### src/rtl/key_debounce_multi_if.sv
// Button bundle between raw key inputs and debounced event outputs.
// `release` and `repeat` are language keywords, so those outputs are named key_release / key_repeat.
interface key_debounce_multi_if #(
    parameter int N_CH = 4
);
    logic [N_CH-1:0] butt;
    logic [N_CH-1:0] level;
    logic [N_CH-1:0] press;
    logic [N_CH-1:0] key_release;
    logic [N_CH-1:0] long_press;
    logic [N_CH-1:0] key_repeat;
    logic            any_press;

    modport master (
        output butt,
        input  level, press, key_release, long_press, key_repeat, any_press
    );

    modport slave (
        input  butt,
        output level, press, key_release, long_press, key_repeat, any_press
    );
endinterface

### src/rtl/key_debounce_multi.sv
// Multi-channel key debouncer with press/release pulses, long-press detection and auto-repeat.
// Each channel: 2-flop synchroniser, debounce counter, and an IDLE/HOLD/REPEAT hold FSM.
module key_debounce_multi #(
    parameter int N_CH          = 4,
    parameter int CNT_W         = 20,
    parameter int DB_CYCLES     = 100000,
    parameter int LONG_CYCLES   = 1000000,
    parameter int REPEAT_CYCLES = 200000,
    parameter int ACTIVE_HIGH   = 1
) (
    input  logic                 clk,
    input  logic                 rst_n,
    key_debounce_multi_if.slave  bus
);
    localparam int HW = CNT_W + 4;
    localparam logic [CNT_W-1:0] DB_LAST   = CNT_W'(DB_CYCLES - 1);
    localparam logic [HW-1:0]    LONG_LAST = HW'(LONG_CYCLES - 1);
    localparam logic [HW-1:0]    REP_LAST  = HW'(REPEAT_CYCLES - 1);
    localparam bit               REP_EN    = (REPEAT_CYCLES != 0);
    // Raw value of a released button, loaded into the synchroniser on reset.
    localparam logic [N_CH-1:0]  RAW_IDLE  = (ACTIVE_HIGH != 0) ? '0 : '1;

    typedef enum logic [1:0] {IDLE, HOLD, RPT} state_t;

    logic [N_CH-1:0] sync1, sync2, s;
    logic [N_CH-1:0] level_r, press_r, rel_r, long_r, rpt_r;
    logic            any_r;
    logic [N_CH-1:0] level_nxt, press_nxt, rel_nxt, long_nxt, rpt_nxt;
    logic [CNT_W-1:0] db_cnt   [N_CH];
    logic [CNT_W-1:0] db_nxt   [N_CH];
    logic [HW-1:0]    hold_cnt [N_CH];
    logic [HW-1:0]    hold_nxt [N_CH];
    state_t           state     [N_CH];
    state_t           state_nxt [N_CH];

    assign s = (ACTIVE_HIGH != 0) ? sync2 : ~sync2;

    always_comb begin
        level_nxt = level_r;
        press_nxt = '0;
        rel_nxt   = '0;
        long_nxt  = '0;
        rpt_nxt   = '0;
        for (int i = 0; i < N_CH; i++) begin
            db_nxt[i]    = '0;
            hold_nxt[i]  = hold_cnt[i];
            state_nxt[i] = state[i];

            // A mismatch lasting DB_CYCLES consecutive cycles is accepted; any match restarts.
            if (s[i] != level_r[i]) begin
                if (db_cnt[i] == DB_LAST) begin
                    level_nxt[i] = ~level_r[i];
                    press_nxt[i] = ~level_r[i];
                    rel_nxt[i]   = level_r[i];
                end else begin
                    db_nxt[i] = db_cnt[i] + 1'b1;
                end
            end

            if (rel_nxt[i]) begin
                state_nxt[i] = IDLE;
                hold_nxt[i]  = '0;
            end else begin
                case (state[i])
                    IDLE: begin
                        hold_nxt[i] = '0;
                        if (press_nxt[i]) state_nxt[i] = HOLD;
                    end
                    HOLD: begin
                        if (hold_cnt[i] == LONG_LAST) begin
                            long_nxt[i]  = 1'b1;
                            hold_nxt[i]  = '0;
                            state_nxt[i] = RPT;
                        end else begin
                            hold_nxt[i] = hold_cnt[i] + 1'b1;
                        end
                    end
                    RPT: begin
                        if (REP_EN) begin
                            if (hold_cnt[i] == REP_LAST) begin
                                rpt_nxt[i]  = 1'b1;
                                hold_nxt[i] = '0;
                            end else begin
                                hold_nxt[i] = hold_cnt[i] + 1'b1;
                            end
                        end
                    end
                    default: begin
                        state_nxt[i] = IDLE;
                        hold_nxt[i]  = '0;
                    end
                endcase
            end
        end
    end

    always_ff @(posedge clk) begin
        if (!rst_n) begin
            sync1   <= RAW_IDLE;
            sync2   <= RAW_IDLE;
            level_r <= '0;
            press_r <= '0;
            rel_r   <= '0;
            long_r  <= '0;
            rpt_r   <= '0;
            any_r   <= 1'b0;
            for (int i = 0; i < N_CH; i++) begin
                db_cnt[i]   <= '0;
                hold_cnt[i] <= '0;
                state[i]    <= IDLE;
            end
        end else begin
            sync1   <= bus.butt;
            sync2   <= sync1;
            level_r <= level_nxt;
            press_r <= press_nxt;
            rel_r   <= rel_nxt;
            long_r  <= long_nxt;
            rpt_r   <= rpt_nxt;
            any_r   <= |press_r;
            for (int i = 0; i < N_CH; i++) begin
                db_cnt[i]   <= db_nxt[i];
                hold_cnt[i] <= hold_nxt[i];
                state[i]    <= state_nxt[i];
            end
        end
    end

    assign bus.level       = level_r;
    assign bus.press       = press_r;
    assign bus.key_release = rel_r;
    assign bus.long_press  = long_r;
    assign bus.key_repeat  = rpt_r;
    assign bus.any_press   = any_r;
endmodule

### src/flat_wrapper.sv
// flat-port wrapper written by rule: the top's interface ports become plain ports
module key_debounce_multi_flat 
#(
    parameter int N_CH          = 4,
    parameter int CNT_W         = 20,
    parameter int DB_CYCLES     = 100000,
    parameter int LONG_CYCLES   = 1000000,
    parameter int REPEAT_CYCLES = 200000,
    parameter int ACTIVE_HIGH   = 1
)
  (clk, rst_n, bus_butt, bus_level, bus_press, bus_key_release, bus_long_press, bus_key_repeat, bus_any_press);
  key_debounce_multi_if #(.N_CH(N_CH)) bus_i ();
  input  logic clk;
  input  logic rst_n;
  input wire logic [$bits(bus_i.butt)-1:0] bus_butt;
  output wire logic [$bits(bus_i.level)-1:0] bus_level;
  output wire logic [$bits(bus_i.press)-1:0] bus_press;
  output wire logic [$bits(bus_i.key_release)-1:0] bus_key_release;
  output wire logic [$bits(bus_i.long_press)-1:0] bus_long_press;
  output wire logic [$bits(bus_i.key_repeat)-1:0] bus_key_repeat;
  output wire logic [$bits(bus_i.any_press)-1:0] bus_any_press;
  assign bus_i.butt = bus_butt;
  assign bus_level = bus_i.level;
  assign bus_press = bus_i.press;
  assign bus_key_release = bus_i.key_release;
  assign bus_long_press = bus_i.long_press;
  assign bus_key_repeat = bus_i.key_repeat;
  assign bus_any_press = bus_i.any_press;
  key_debounce_multi #(.N_CH(N_CH), .CNT_W(CNT_W), .DB_CYCLES(DB_CYCLES), .LONG_CYCLES(LONG_CYCLES), .REPEAT_CYCLES(REPEAT_CYCLES), .ACTIVE_HIGH(ACTIVE_HIGH)) u_core (.clk(clk), .rst_n(rst_n), .bus(bus_i));
endmodule
### config.mk
export PLATFORM = sky130hd
export DESIGN_NAME = key_debounce_multi_flat
export DESIGN_NICKNAME = d
export VERILOG_FILES = /design/src/rtl/key_debounce_multi_if.sv /design/src/rtl/key_debounce_multi.sv /design/src/flat_wrapper.sv
export SDC_FILE = /design/constraint.sdc
export NUM_CORES = 1
export LEC_CHECK = 0
export CORE_MARGIN = 5
export CORE_UTILIZATION = 50
export CTS_CLUSTER_DIAMETER = 200
export DETAILED_ROUTE_END_ITERATION = 8
export GPL_TIMING_DRIVEN = 0
export PLACE_DENSITY = 0.75
export SYNTH_ARGS = -nofsm -noshare
export SYNTH_HDL_FRONTEND = slang
export SYNTH_SLANG_ARGS = --single-unit
### constraint.sdc
create_clock -name clk -period 2.1 [get_ports clk]
set_input_delay 0.315 -clock clk [delete_from_list [all_inputs] [get_ports clk]]
set_output_delay 0.315 -clock clk [all_outputs]
set_load 0.02 [all_outputs]
# After elaboration in Yosys (flattened, before gate mapping)
# Memory sizes are Yosys's and may differ from the RTL's.
# Cells that the tools add are included.
# totals
register_bits	29
mem_bits_rw	184
inputBits	6
output_inout_bits	21
wordCells	172
n_memories	3
# mem_list
memory	depth	word_bits	rd	rd_clocked_by_memory_dff	write_ports	line_no	source
u_core.hold_cnt	4	24	4	0	4	key_debounce_multi.sv:31	logic [HW-1:0] hold_cnt [N_CH];
u_core.db_cnt	4	20	4	0	4	key_debounce_multi.sv:29	logic [CNT_W-1:0] db_cnt [N_CH];
u_core.state	4	2	4	0	4	key_debounce_multi.sv:33	state_t state [N_CH];
# op_classes
add_sub_neg	8
eq_ne	24
mux	78
bitwise	25
reduce_logical	17
# op_table
cell	count
2-to-1 mux 24 bit	16
2-to-1 mux 20 bit	12
one-hot mux 24 bit (2 select lines)	4
adder 24 x 1 -> 24 bit, second input constant	4
equality test 24 x 18 -> 1 bit, second input constant	4
equality test 24 x 20 -> 1 bit, second input constant	4
adder 20 x 1 -> 20 bit, second input constant	4
equality test 20 x 17 -> 1 bit, second input constant	4
2-to-1 mux 2 bit	16
2-to-1 mux 1 bit	26
one-hot mux 2 bit (3 select lines)	4
OR reduction 3 bit	8
inverter 1 bit	13
OR 1 bit	12
equality test 2 x 1 -> 1 bit, second input constant	4
equality test 2 bit, second input constant	4
zero test 2 bit	4
AND reduction 2 bit	4
!= test 1 bit	4
OR reduction 4 bit	1

# Longest topological paths before layout
# logic_depth
word_depth	7
ltp_mapped	8
mapped_depth_nobuf	7

# Worst setup path after synthesis
# No wires, ideal clock.
# synth_timing
path_type	reg2reg
startpoint	memory u_core.hold_cnt[0][0] (netlist name)
endpoint	memory u_core.hold_cnt[0][16] (netlist name)
setup_ns	0.117
t_arrival_ns	1.837
required_time_ns	1.983
path_slack_ns	0.145
stages_incl_launch_ff	9
n_path_buf	2
synth_period_minus_slack_ns	1.955
cell_sequence	dfxtp_1 ha_1 clkbuf_1 nor4b_1 nand4_1 o21a_1 o211ai_2 buf_2 nor2_1
# synth_lines
element	line_no
from (decl)	key_debounce_multi.sv:31

==> impl_metrics.toml <==
[clock_network]
cts_buffer_depth = 3
clk_pin_slew_ns = 0.06
holdBufCountCts = 0
cts_tree = "built"
cts_htree_levels = 1
ctsRootBufferMaster = "clkbuf_16"
cts.sinks = 213
cts_buffers = 23
clk_latency_ns = 0.50

[cells_and_area]
final_layout_size_suffix_gt1_share_pct = 9.24
final_cells = 1403
syn_to_final_growth_pct = 17.3
layout.nets = 1181
antenna_cells = 0

[sta]
finalClockSkew_ns = 0.0126
rsz0062_at_grt = "true"
relSlewSlack_pct = 48.5
report.final.slew_viol_count = 0
worst_slew_pin_slew_ns = 0.766
whs_ns = 0.400
tns_ns = 0
period_share_pct = 96.8
finalSetupViolCount = 0
fin_crit_ns = 2.03
hold_viol_final = 0
fmax_mhz = 492

[global_routing]
antenna_found_initial = 0
grt_overflow = 0
grt.total_usage_pct = 16.7
grt_pass1_vias = 6937
grt_max_degree = 14
grt_first_pass_wirelength_mm = 31.8

[route]
first_iter_violations = 422
drc = 0
viasPerCell = 5.33
dr.pass1.iters = 5
detail-route-antenna-nets = 0
wl_per_cell_um = 13.3
vias = 7480
routed_wl_mm = 18.6

[place]
gp_congestion = 0.824
dpl.hpwl_mm = 12.5
portBuffers = 26
dp.cells = 1349

[logic_synthesis]
synth_edf_count = 0
synth_cell_types = 46
synth_top_area_share_pct = 44.9
synthAdderAreaFrac_pct = 2.64
syn_inst = 1089
synth-seq-area-share_pct = 44.9
async_flop_share_pct = 0
synthesis.nets = 1115
synth_mux_area_share_pct = 0.738
yosys_register_bits = 213
synthFlopType = "dfxtp_1"
synth_compound_area_share_pct = 2.70
yosys_warnings = 0
synth_top_family_by_area = "simple AND/OR/NAND/NOR gates"
synthTopCellsByArea = "dfxtp_1 45%, nor2_1 9.1%, xor2_1 8.8%"
synth.avg_cell_area_sq_um = 8.72
synth_xor_area_share_pct = 14.8
synth_top_cell_by_area = "dfxtp_1"
synth-simple-area-share_pct = 31.4
syn_area_sq_um = 9490

[critical_path]
cp-start-kind = "register"
crit_arrival_ns = 2.42
path_max_fanout = 7
critPathRequiredTime_ns = 2.49
worstSetupEndpointType = "register"
crit_type = "reg -> reg"

[run_status]
outcome = "finished clean"

[run]
max_cap_viol_count = 0

[power_and_ir_drop]
max-vdd-ir-drop_mv = 0.626
pwr_density_cell_nw_per_um2 = 712
p_leak_nw = 3.58

[floorplanning]
initial_core_util_pct = 50.8
die_h_um = 148
coreArea_sq_um = 18700
dieArea_sq_um = 21800
io_pins = 27
fp-row-count = 50
die_width_um = 148

[min_path]
worst_hold_path_type = "in -> reg"
## cells in the mapped netlist, types with 5 or more instances
cell type / n
and3_1: 40
xnor2_1: 65
nand4_1: 50
xor2_1: 95
dfxtp_1: 213
ha_1: 20
and4_1: 20
nor4_1: 21
mux2i_1: 7
o21a_1: 10
nor3_1: 29
and2_1: 16
clkbuf_1: 19
nand3_1: 68
nor2_1: 229
inv_1: 31
nor4b_1: 12
nand2_1: 72
buf_2: 9
nor2b_1: 9
or4_1: 5
## worst max-delay path: stages (launching register included)
cell and delay (ns):
dfxtp_1 0.34, or4_4 0.55, nor4_4 0.27, buf_4 0.18, a31oi_4 0.13, o211ai_4 0.21, buf_6 0.20, nor2_2 0.04
## stage by stage
step / setup WS [ns] / total power (W) / instance area (sq um) / utilization (%)
global placement: -0.587 / 0.00421 / 10000 / 53.7
floorplan: 0.145 / 0.00418 / 9490 / -
CTS: 0.0142 / 0.00802 / 10900 / 58.1
detailed placement: -0.610 / 0.00421 / 10000 / 53.7
finish: 0.0674 / 0.00793 / 11100 / 59.5
global route: -0.0280 / 0.00821 / 11100 / 59.5
## cell families after synthesis
kind of cell,count (synthesis)
compound gates,32
xor+xnor,160
fa+ha+maj,20
buf+inv,63
flops,213
mux,7
simple gates,594
## where the power goes
part / internal, W / leakage (nW) / switching (W)
Clock: 0.00227 / 0.352 / 0.00154
Sequential: 0.00405 / 1.72 / 0.00000567
Combinational: 0.0000266 / 1.51 / 0.0000395
## worst paths after layout
path,startpoint,endpoint,slack [ns],depth (start not counted)
hold reg to reg,u_core.sync1[2],u_core.s[2],0.43,1
setup / recovery,u_core.db_cnt[3][14],u_core.hold_cnt[3][21],0.07,7
setup reg to reg,u_core.db_cnt[3][14],u_core.hold_cnt[3][21],0.07,7
hold / removal,bus_butt[3],u_core.sync1[3],0.40,2
## flip-flops by register name, indices dropped and copies added, names as in the netlist
signal                  flops
u_core.s                    4
u_core.db_cnt              80
u_core.bus.level            4
u_core.bus.key_repeat       4
u_core.hold_cnt            96
u_core.bus.key_release      4
u_core.bus.press            4
u_core.sync1                4
u_core.bus.any_press        1
u_core.bus.long_press       4
u_core.state                8
## area by class of cell
| cell class | instances | area, sq um |
|---|---|---|
| Inverter | 31 | 116 |
| Timing Repair Buffer | 42 | 392 |
| Tap cell | 234 | 293 |
| Sequential cell | 213 | 4270 |
| Multi-Input combinational cell | 813 | 5160 |
| Clock buffer | 32 | 649 |
| Clock inverter | 7 | 62.6 |
| Buffer | 31 | 194 |
| Fill cell | 1593 | 7570 |
## cells in the final DEF (no fill, tap or decap), types with 5 or more instances in the layout
cell type	count
nor2_1	218
dfxtp_1	209
xor2_1	95
nand2_1	72
nand3_1	67
xnor2_1	65
nand4_1	50
and3_1	39
inv_1	31
nor3_1	29
clkdlybuf4s50_1	26
clkbuf_16	23
nor4_1	20
clkbuf_1	19
and4_1	18
and2_1	16
ha_1	15
buf_4	14
buf_6	11
nor4b_1	10
nor2_2	10
nor2b_1	9
o21a_1	9
mux2i_1	7
clkinv_2	5
## repair_timing
item	in CTS	in global routing
resized for setup	14	58
setup endpoints to repair	95	149
gates cloned	0	2
setup buffers	7	7
pin swaps	7	15
## layer usage
| metal | global-route usage (%) | vias to the layer above | wire length [um] |
|---|---|---|---|
| li1 | - | 3848 | - |
| met1 | 23.0 | 3483 | 8940 |
| met2 | 27.1 | 112 | 8580 |
| met3 | 2.73 | 37 | 707 |
| met4 | 4.61 | 0 | 380 |
| met5 | 0 | - | 0 |
Note: power is estimated with default switching activity, not from simulation.
